<file path="config.mk">
export PLATFORM = sky130hd
export DESIGN_NAME = mux_n_to_1_rr
export DESIGN_NICKNAME = d
export VERILOG_FILES = /design/src/rtl/mux_n_to_1_rr.sv
export SDC_FILE = /design/constraint.sdc
export NUM_CORES = 1
export LEC_CHECK = 0
export ABC_AREA = 1
export CORE_MARGIN = 2
export CORE_UTILIZATION = 35
export DETAILED_ROUTE_END_ITERATION = 8
export PLACE_DENSITY = 0.67
export SYNTH_ARGS = -nofsm -noshare
export SYNTH_HDL_FRONTEND = slang
export SYNTH_SLANG_ARGS = --single-unit
</file>
<file path="constraint.sdc">
create_clock -name Clock -period 3.3 [get_ports Clock]
set_input_delay 0.99 -clock Clock [delete_from_list [all_inputs] [get_ports Clock]]
set_output_delay 0.99 -clock Clock [all_outputs]
set_load 0.01 [all_outputs]
</file>
<file path="src/rtl/mux_n_to_1_rr.sv">
// rtl/mux_n_to_1_rr.sv - registered N-to-1 valid/ready mux, fixed-select or round-robin grant
// Optional MUX_COUNT_EN adds a 16-bit xfer_count of output transfers.
module mux_n_to_1_rr #(
  parameter int WIDTH    = 8,
  parameter int CHANNELS = 4,
  localparam int SELW    = $clog2(CHANNELS)
) (
  input  logic                      Clock,
  input  logic                      Resetn,
  input  logic [CHANNELS*WIDTH-1:0] in_data,
  input  logic [CHANNELS-1:0]       in_valid,
  output logic [CHANNELS-1:0]       in_ready,
  input  logic                      mode,
  input  logic [SELW-1:0]           S,
  output logic [WIDTH-1:0]          out_data,
  output logic [SELW-1:0]           out_chan,
  output logic                      out_valid,
  input  logic                      out_ready
`ifdef MUX_COUNT_EN
  ,
  output logic [15:0]               xfer_count
`endif
);

  logic [WIDTH-1:0] chan_data [CHANNELS];
  logic             load;
  logic             grant_valid;
  logic [SELW-1:0]  grant_idx;

  logic             out_valid_q, out_valid_d;
  logic [WIDTH-1:0] out_data_q, out_data_d;
  logic [SELW-1:0]  out_chan_q, out_chan_d;
  logic [SELW-1:0]  ptr_q, ptr_d;

  for (genvar i = 0; i < CHANNELS; i++) begin : g_unpack
    assign chan_data[i] = in_data[i*WIDTH +: WIDTH];
  end

  assign load = !out_valid_q || out_ready;

  // Round-robin scan runs from the highest offset down so the lowest offset from ptr wins.
  always_comb begin
    int              idx;
    logic [SELW-1:0] idx_sel;
    grant_valid = 1'b0;
    grant_idx   = '0;
    idx         = 0;
    idx_sel     = '0;
    if (mode) begin
      for (int k = CHANNELS - 1; k >= 0; k--) begin
        idx = int'(ptr_q) + k;
        if (idx >= CHANNELS) idx = idx - CHANNELS;
        idx_sel = SELW'(idx);
        if (in_valid[idx_sel]) begin
          grant_valid = 1'b1;
          grant_idx   = idx_sel;
        end
      end
    end else if (int'(S) < CHANNELS) begin
      if (in_valid[S]) begin
        grant_valid = 1'b1;
        grant_idx   = S;
      end
    end
  end

  always_comb begin
    in_ready = '0;
    if (Resetn && load && grant_valid) in_ready[grant_idx] = 1'b1;
  end

  always_comb begin
    out_valid_d = out_valid_q;
    out_data_d  = out_data_q;
    out_chan_d  = out_chan_q;
    ptr_d       = ptr_q;
    if (load && grant_valid) begin
      out_valid_d = 1'b1;
      out_data_d  = chan_data[grant_idx];
      out_chan_d  = grant_idx;
      if (mode) ptr_d = (int'(grant_idx) == CHANNELS - 1) ? '0 : grant_idx + SELW'(1);
    end else if (out_valid_q && out_ready) begin
      out_valid_d = 1'b0;
    end
  end

  always_ff @(posedge Clock) begin
    if (!Resetn) begin
      out_valid_q <= 1'b0;
      out_data_q  <= '0;
      out_chan_q  <= '0;
      ptr_q       <= '0;
    end else begin
      out_valid_q <= out_valid_d;
      out_data_q  <= out_data_d;
      out_chan_q  <= out_chan_d;
      ptr_q       <= ptr_d;
    end
  end

  assign out_valid = out_valid_q;
  assign out_data  = out_data_q;
  assign out_chan  = out_chan_q;

`ifdef MUX_COUNT_EN
  logic [15:0] count_q, count_d;

  assign count_d = (out_valid_q && out_ready) ? count_q + 16'd1 : count_q;

  always_ff @(posedge Clock) begin
    if (!Resetn) count_q <= '0;
    else         count_q <= count_d;
  end

  assign xfer_count = count_q;
`endif

endmodule
</file>
After elaboration in Yosys (flattened, before gate mapping)
Cells that the tools add are included.
{ "op_classes": {"add_sub_neg": 8, "n_eq_ne": 1, "bitwise_logic": 1, "mux": 39, "reduce_logical": 9, "order_cmp": 12} }
{ "ops": {"columns": ["cell", "count"], "rows": [
  ["$mux W2", 15],
  ["$lt A2 B3 Y1 const B", 6],
  ["$bmux W8 S2", 1],
  ["$mux W8", 2],
  ["$mux W1", 14],
  ["$ge A3 B3 Y1 const B", 4],
  ["$bmux W1 S2", 5],
  ["$sub A2 B1 Y2 const B", 4],
  ["$add A2 B2 Y3 const B", 2],
  ["$logic_and A1 B1 Y1", 5],
  ["$mux W4", 1],
  ["$add A2 B1 Y3 const B", 1],
  ["$ge A2 B3 Y1 const B", 1],
  ["$not A2 Y3", 1],
  ["$add A2 B1 Y2 const B", 1],
  ["$demux W1 S2", 1],
  ["$eq A2 B1 Y1 const B", 1],
  ["$ge A2 B1 Y1 const B", 1],
  ["$reduce_and A2 Y1", 1],
  ["$reduce_bool A2 Y1", 1],
  ["$logic_not A1 Y1", 1],
  ["$logic_or A1 B1 Y1", 1]
]} }
{ "word_totals": {"inputBits": 42, "reg_bits": 13, "wordCells": 74, "out_inout_bits": 15} }

Longest topological paths before layout
{ "logic_depth": {"depth_word": 16, "depth_mapped": 16, "depth_no_buf": 14} }

Worst setup path before layout
Ideal clock, no wire load.
{ "synth_timing": {"kind": "input-to-output", "start": "input in_valid[3]", "end": "output in_ready[3]", "slack_ns": 0.194, "t_required_ns": 2.310, "arrival_time_ns": 2.116, "path_buffers": 1, "path_stages": 13, "cell_sequence": "inv_1 nand2_1 nand3_1 nand2_1 nor2_1 nand2_1 nand2_1 nand2_2 nand2_4 buf_6 ha_1 inv_1 nor2_1"} }
{ "synth_between": {"elab_chain_len": 12, "word_cells_on_any_way": 29, "cone_classes": "2 x order compare; 25 x mux; 2 x reduce/logical"} }
{ "synth_rtl": {"columns": ["element", "line", "rtl"], "rows": [
  ["start: declaration", "11", "input logic [CHANNELS-1:0] in_valid,"],
  ["$bmux W1 S2", "54", "if (in_valid[idx_sel]) begin"],
  ["$mux W1 (implied by the code)", "54", null],
  ["$mux W2 (4 in a row)", "54", null],
  ["$mux W2", "49", "if (mode) begin"],
  ["$lt A2 B3 Y1 (implied by the code) or $ge A2 B1 Y1 (tied branches)", "69", "if (Resetn && load && grant_valid) in_ready[grant_idx] = 1'b1;"],
  ["$logic_and A1 B1 Y1 (implied by the code)", "69", null],
  ["$mux W1 (implied by the code)", "69", null],
  ["$demux W1 S2", "69", null],
  ["$mux W4 (*)", "69", null],
  ["end: declaration", "12", "output logic [CHANNELS-1:0] in_ready,"]
]} }
Every way passes the cells marked *; elsewhere a longest branch is shown, timed or not. The select of a mux whose other input is x is not followed.

Worst setup path in the final report
Same ends and word-level chain as after synthesis.

==> results.sh <==
export IMPL_end_kind="output pin"
export IMPL_hold_viol=0
export IMPL_routedWlPerCell_um=10.7
export IMPL_min_period_over_period=0.983
export IMPL_ys_seq_area_frac=0.219
export IMPL_critPathLaunchType="input pin"
export IMPL_clockRootBuffer="clkbuf_4"
export IMPL_cts_buffers=3
export IMPL_synth_edff_count=0
export IMPL_crit_path_end="in_ready[3]"
export IMPL_drive_above_1_share=0.271
export IMPL_place_hpwl_um=2660
export IMPL_drc_errors=0
export IMPL_wl_um=3660
export IMPL_cp_startpoint="in_valid[3]"
export IMPL_postRouteAntennaNets=0
export IMPL_crit_cells=13
export IMPL_powerDensity_nw_per_um2=339
export IMPL_grt_max_degree=18
export IMPL_grt_pass1_vias=1425
export IMPL_cts_sinks=13
export IMPL_status="finished, final reports clean"
export IMPL_r2r_end="out_data[7]$_SDFFE_PN0P_"
export IMPL_synth_commonest_cells="nand2_1, nand3_1, inv_1, nor2_1, dfxtp_1"
export IMPL_antenna_found_initial=0
export IMPL_core_um2=3310
export IMPL_stdcell_count=341
export IMPL_start_util=0.359
export IMPL_fmax_mhz=308
export IMPL_critical_path_peak_fanout=3
export IMPL_worstPathCellList="clkbuf_2 > inv_4 > o21ai_4 > nand2_1 > nor2_1 > o21bai_1 > nand3_1 > nand2_4 > inv_4 > ha_4 > inv_1 > nor2_1 > buf_2"
export IMPL_htreeDepth=1
export IMPL_async_flop_share=0
export IMPL_synth_avg_cell_area_um2=5.51
export IMPL_cts_buffer_depth=2
export IMPL_leakagePower_nw=1.11
export IMPL_overflow=0
export IMPL_vias_per_cell=4.53
export IMPL_skew_ns=0.00646
export IMPL_yosysMostFrequentCell="nand2_1"
export IMPL_synthTopCellsByArea="dfxtp_1, nand2_1, nand3_1, inv_1, nor2_1"
export IMPL_synth_top_cell_area_share=0.219
export IMPL_drv_cap=0
export IMPL_synth_main_ff_cell="dfxtp_1"
export IMPL_hold_ws_ns=0.476
export IMPL_cts_tree="yes"
export IMPL_finalMaxSlewViolations=0
export IMPL_worst_r2r_cell_count=15
export IMPL_hold_buffers=0
export IMPL_area_growth_pct=76.6
export IMPL_multiInputGateArea_um2=867
export IMPL_io_buffers=56
export IMPL_insertion_delay_ns=0.28
export IMPL_hold_depth=2
export IMPL_setup_violations_final=0
export IMPL_path_delay_family="simple AND/OR/NAND/NOR gates"
export IMPL_fp_dieW_um=62.3
export IMPL_num_vias=1544
export IMPL_ir_drop_uv=237
export IMPL_place_inst=328
export IMPL_routabilityCongestion=0.867
export IMPL_track_usage=0.195
export IMPL_yosysUniqueCellTypes=25
export IMPL_fill_cells=329
export IMPL_maxSlewHeadroom=0.783
export IMPL_netlist_area_um2=1190
export IMPL_drt_initial_drc_count=69
export IMPL_fin_nets=339
export IMPL_rows=21
export IMPL_path_buf_inv=5
export IMPL_rrSetupSlack_ns=1.10
export IMPL_grt_first_pass_wirelength_um=6250
export IMPL_regArea_um2=262
export IMPL_synth_nets=259
export IMPL_yosys_area_top_type="dfxtp_1"
export IMPL_slowest_stage="o21ai_4"
export IMPL_syn_inst=216
export IMPL_die_h_um=62.3
export IMPL_tightest_slew_ns=0.325
export IMPL_die_area_um2=3880
export IMPL_ys_warn_count=0
export IMPL_period_needed_ns=3.24
export IMPL_crit_required_ns=2.31
export IMPL_clk_pin_slew_worst_paths_ns=0.08
export IMPL_timing_worst_setup_path_type="input pin to output pin"
export IMPL_first_pass_iters=5
export IMPL_hp_class="flip-flop to flip-flop"
export IMPL_rr_startpoint="ptr_q[1]$_SDFFE_PN0P_"
export IMPL_num_antenna_cells=0
export IMPL_ys_seq_elements=13
export IMPL_arrival_ns=2.25
export IMPL_io_pins=57
export IMPL_critPathMaxStageDelay_ns=0.18
what timing repair did:
action	4_1_cts	5_1_grt
endpoints found under the hold margin	0	0
buffers inserted	6	3
pin swaps	22	19
resized for setup	52	27
endpoints found under the setup margin	4	4
layout make-up:
cell class | count | share of cell area
Timing Repair Buffer | 81 | 0.337
Sequential cell | 13 | 0.124
Inverter | 46 | 0.0858
Tap cell | 46 | 0.0274
Multi-Input combinational cell | 151 | 0.413
Clock buffer | 4 | 0.0125
worst min-delay path by stage:
stage,start,slack (ns),to
6_report,out_chan[0]$_SDFFE_PN0P_,0.48,out_chan[0]$_SDFFE_PN0P_
5_1_grt,out_chan[0]$_SDFFE_PN0P_,0.52,out_chan[0]$_SDFFE_PN0P_
4_1_cts,out_chan[0]$_SDFFE_PN0P_,0.48,out_chan[0]$_SDFFE_PN0P_
3_5_place_dp,out_chan[0]$_SDFFE_PN0P_,0.47,out_chan[0]$_SDFFE_PN0P_
3_3_place_gp,out_chan[0]$_SDFFE_PN0P_,0.46,out_chan[0]$_SDFFE_PN0P_
2_1_floorplan,out_chan[0]$_SDFFE_PN0P_,0.49,out_chan[0]$_SDFFE_PN0P_
flip-flops by register name (all words and copies together) (netlist names):
name,flops
ptr_q,2
out_valid,1
out_chan,2
out_data,8
layout by cell type, fill, tap and decap left out, types with 2 or more instances in the layout:
cell type and n:
a21oi_1 3, a21oi_2 2, buf_2 5, buf_4 23, buf_6 2, clkbuf_2 4
clkbuf_4 3, clkdlybuf4s50_1 45, dfxtp_1 12, dlygate4sd2_1 2, inv_1 37, inv_2 6
inv_4 3, nand2_1 50, nand2_2 7, nand2_4 7, nand3_1 37, nand3_2 2
nand3_4 4, nor2_1 22, nor2_2 4, nor3_4 2, o21ai_0 2, o21ai_2 2
per-layer routing:
layer,GRT usage,up-vias,wire [um],share of wire
met3,0.0562,2,240,0.066
met5,0,-,0,0
li1,-,816,-,-
met2,0.344,47,1820,0.50
met4,0.0250,0,7,0.0019
met1,0.243,679,1580,0.43
logic make-up after synthesis:
kind of cell	Yosys count	share of synthesized area
and+or+nand+nor	137	0.512
buffers and inverters	52	0.190
DFF	13	0.219
AOI/OAI and AO/OA	12	0.0610
xor gates and xnor gates	1	0.00736
adders and majority gates	1	0.0105
worst register-to-register path: stages (launching register included):
cell and delay, ns:
dfxtp_1 0.51, inv_1 0.21, nand2_1 0.09, nand2_1 0.08, nand2_2 0.09, nand2_1 0.05
o21bai_1 0.13, nand3_1 0.12, nand2_4 0.11, inv_4 0.05, buf_4 0.14, buf_4 0.16
nor2_2 0.13, nand3_1 0.11, nand2_1 0.07, nor2_1 0.04
stage by stage:
stage,utilization,TNS (ns),instance area [um^2],power [W],worst slack (ns)
3_3_place_gp,0.567,-2.80,1880,0.000546,-0.769
4_1_cts,0.605,0,2000,0.000683,0.00343
6_report,0.635,0,2100,0.000713,0.0576
5_1_grt,0.635,-0.00620,2100,0.000778,-0.00620
2_1_floorplan,-,0,1190,0.000398,0.194
3_5_place_dp,0.567,-2.76,1880,0.000549,-0.727
power breakdown:
| part | leakage [nW] | switching, W | internal [W] |
|---|---|---|---|
| logic | 0.983 | 0.000207 | 0.000204 |
| registers | 0.108 | 0.0000201 | 0.000180 |
| clock network | 0.0150 | 0.0000546 | 0.0000469 |
| total | 1.11 | 0.000282 | 0.000431 |
(Power assumes the default switching activity.)
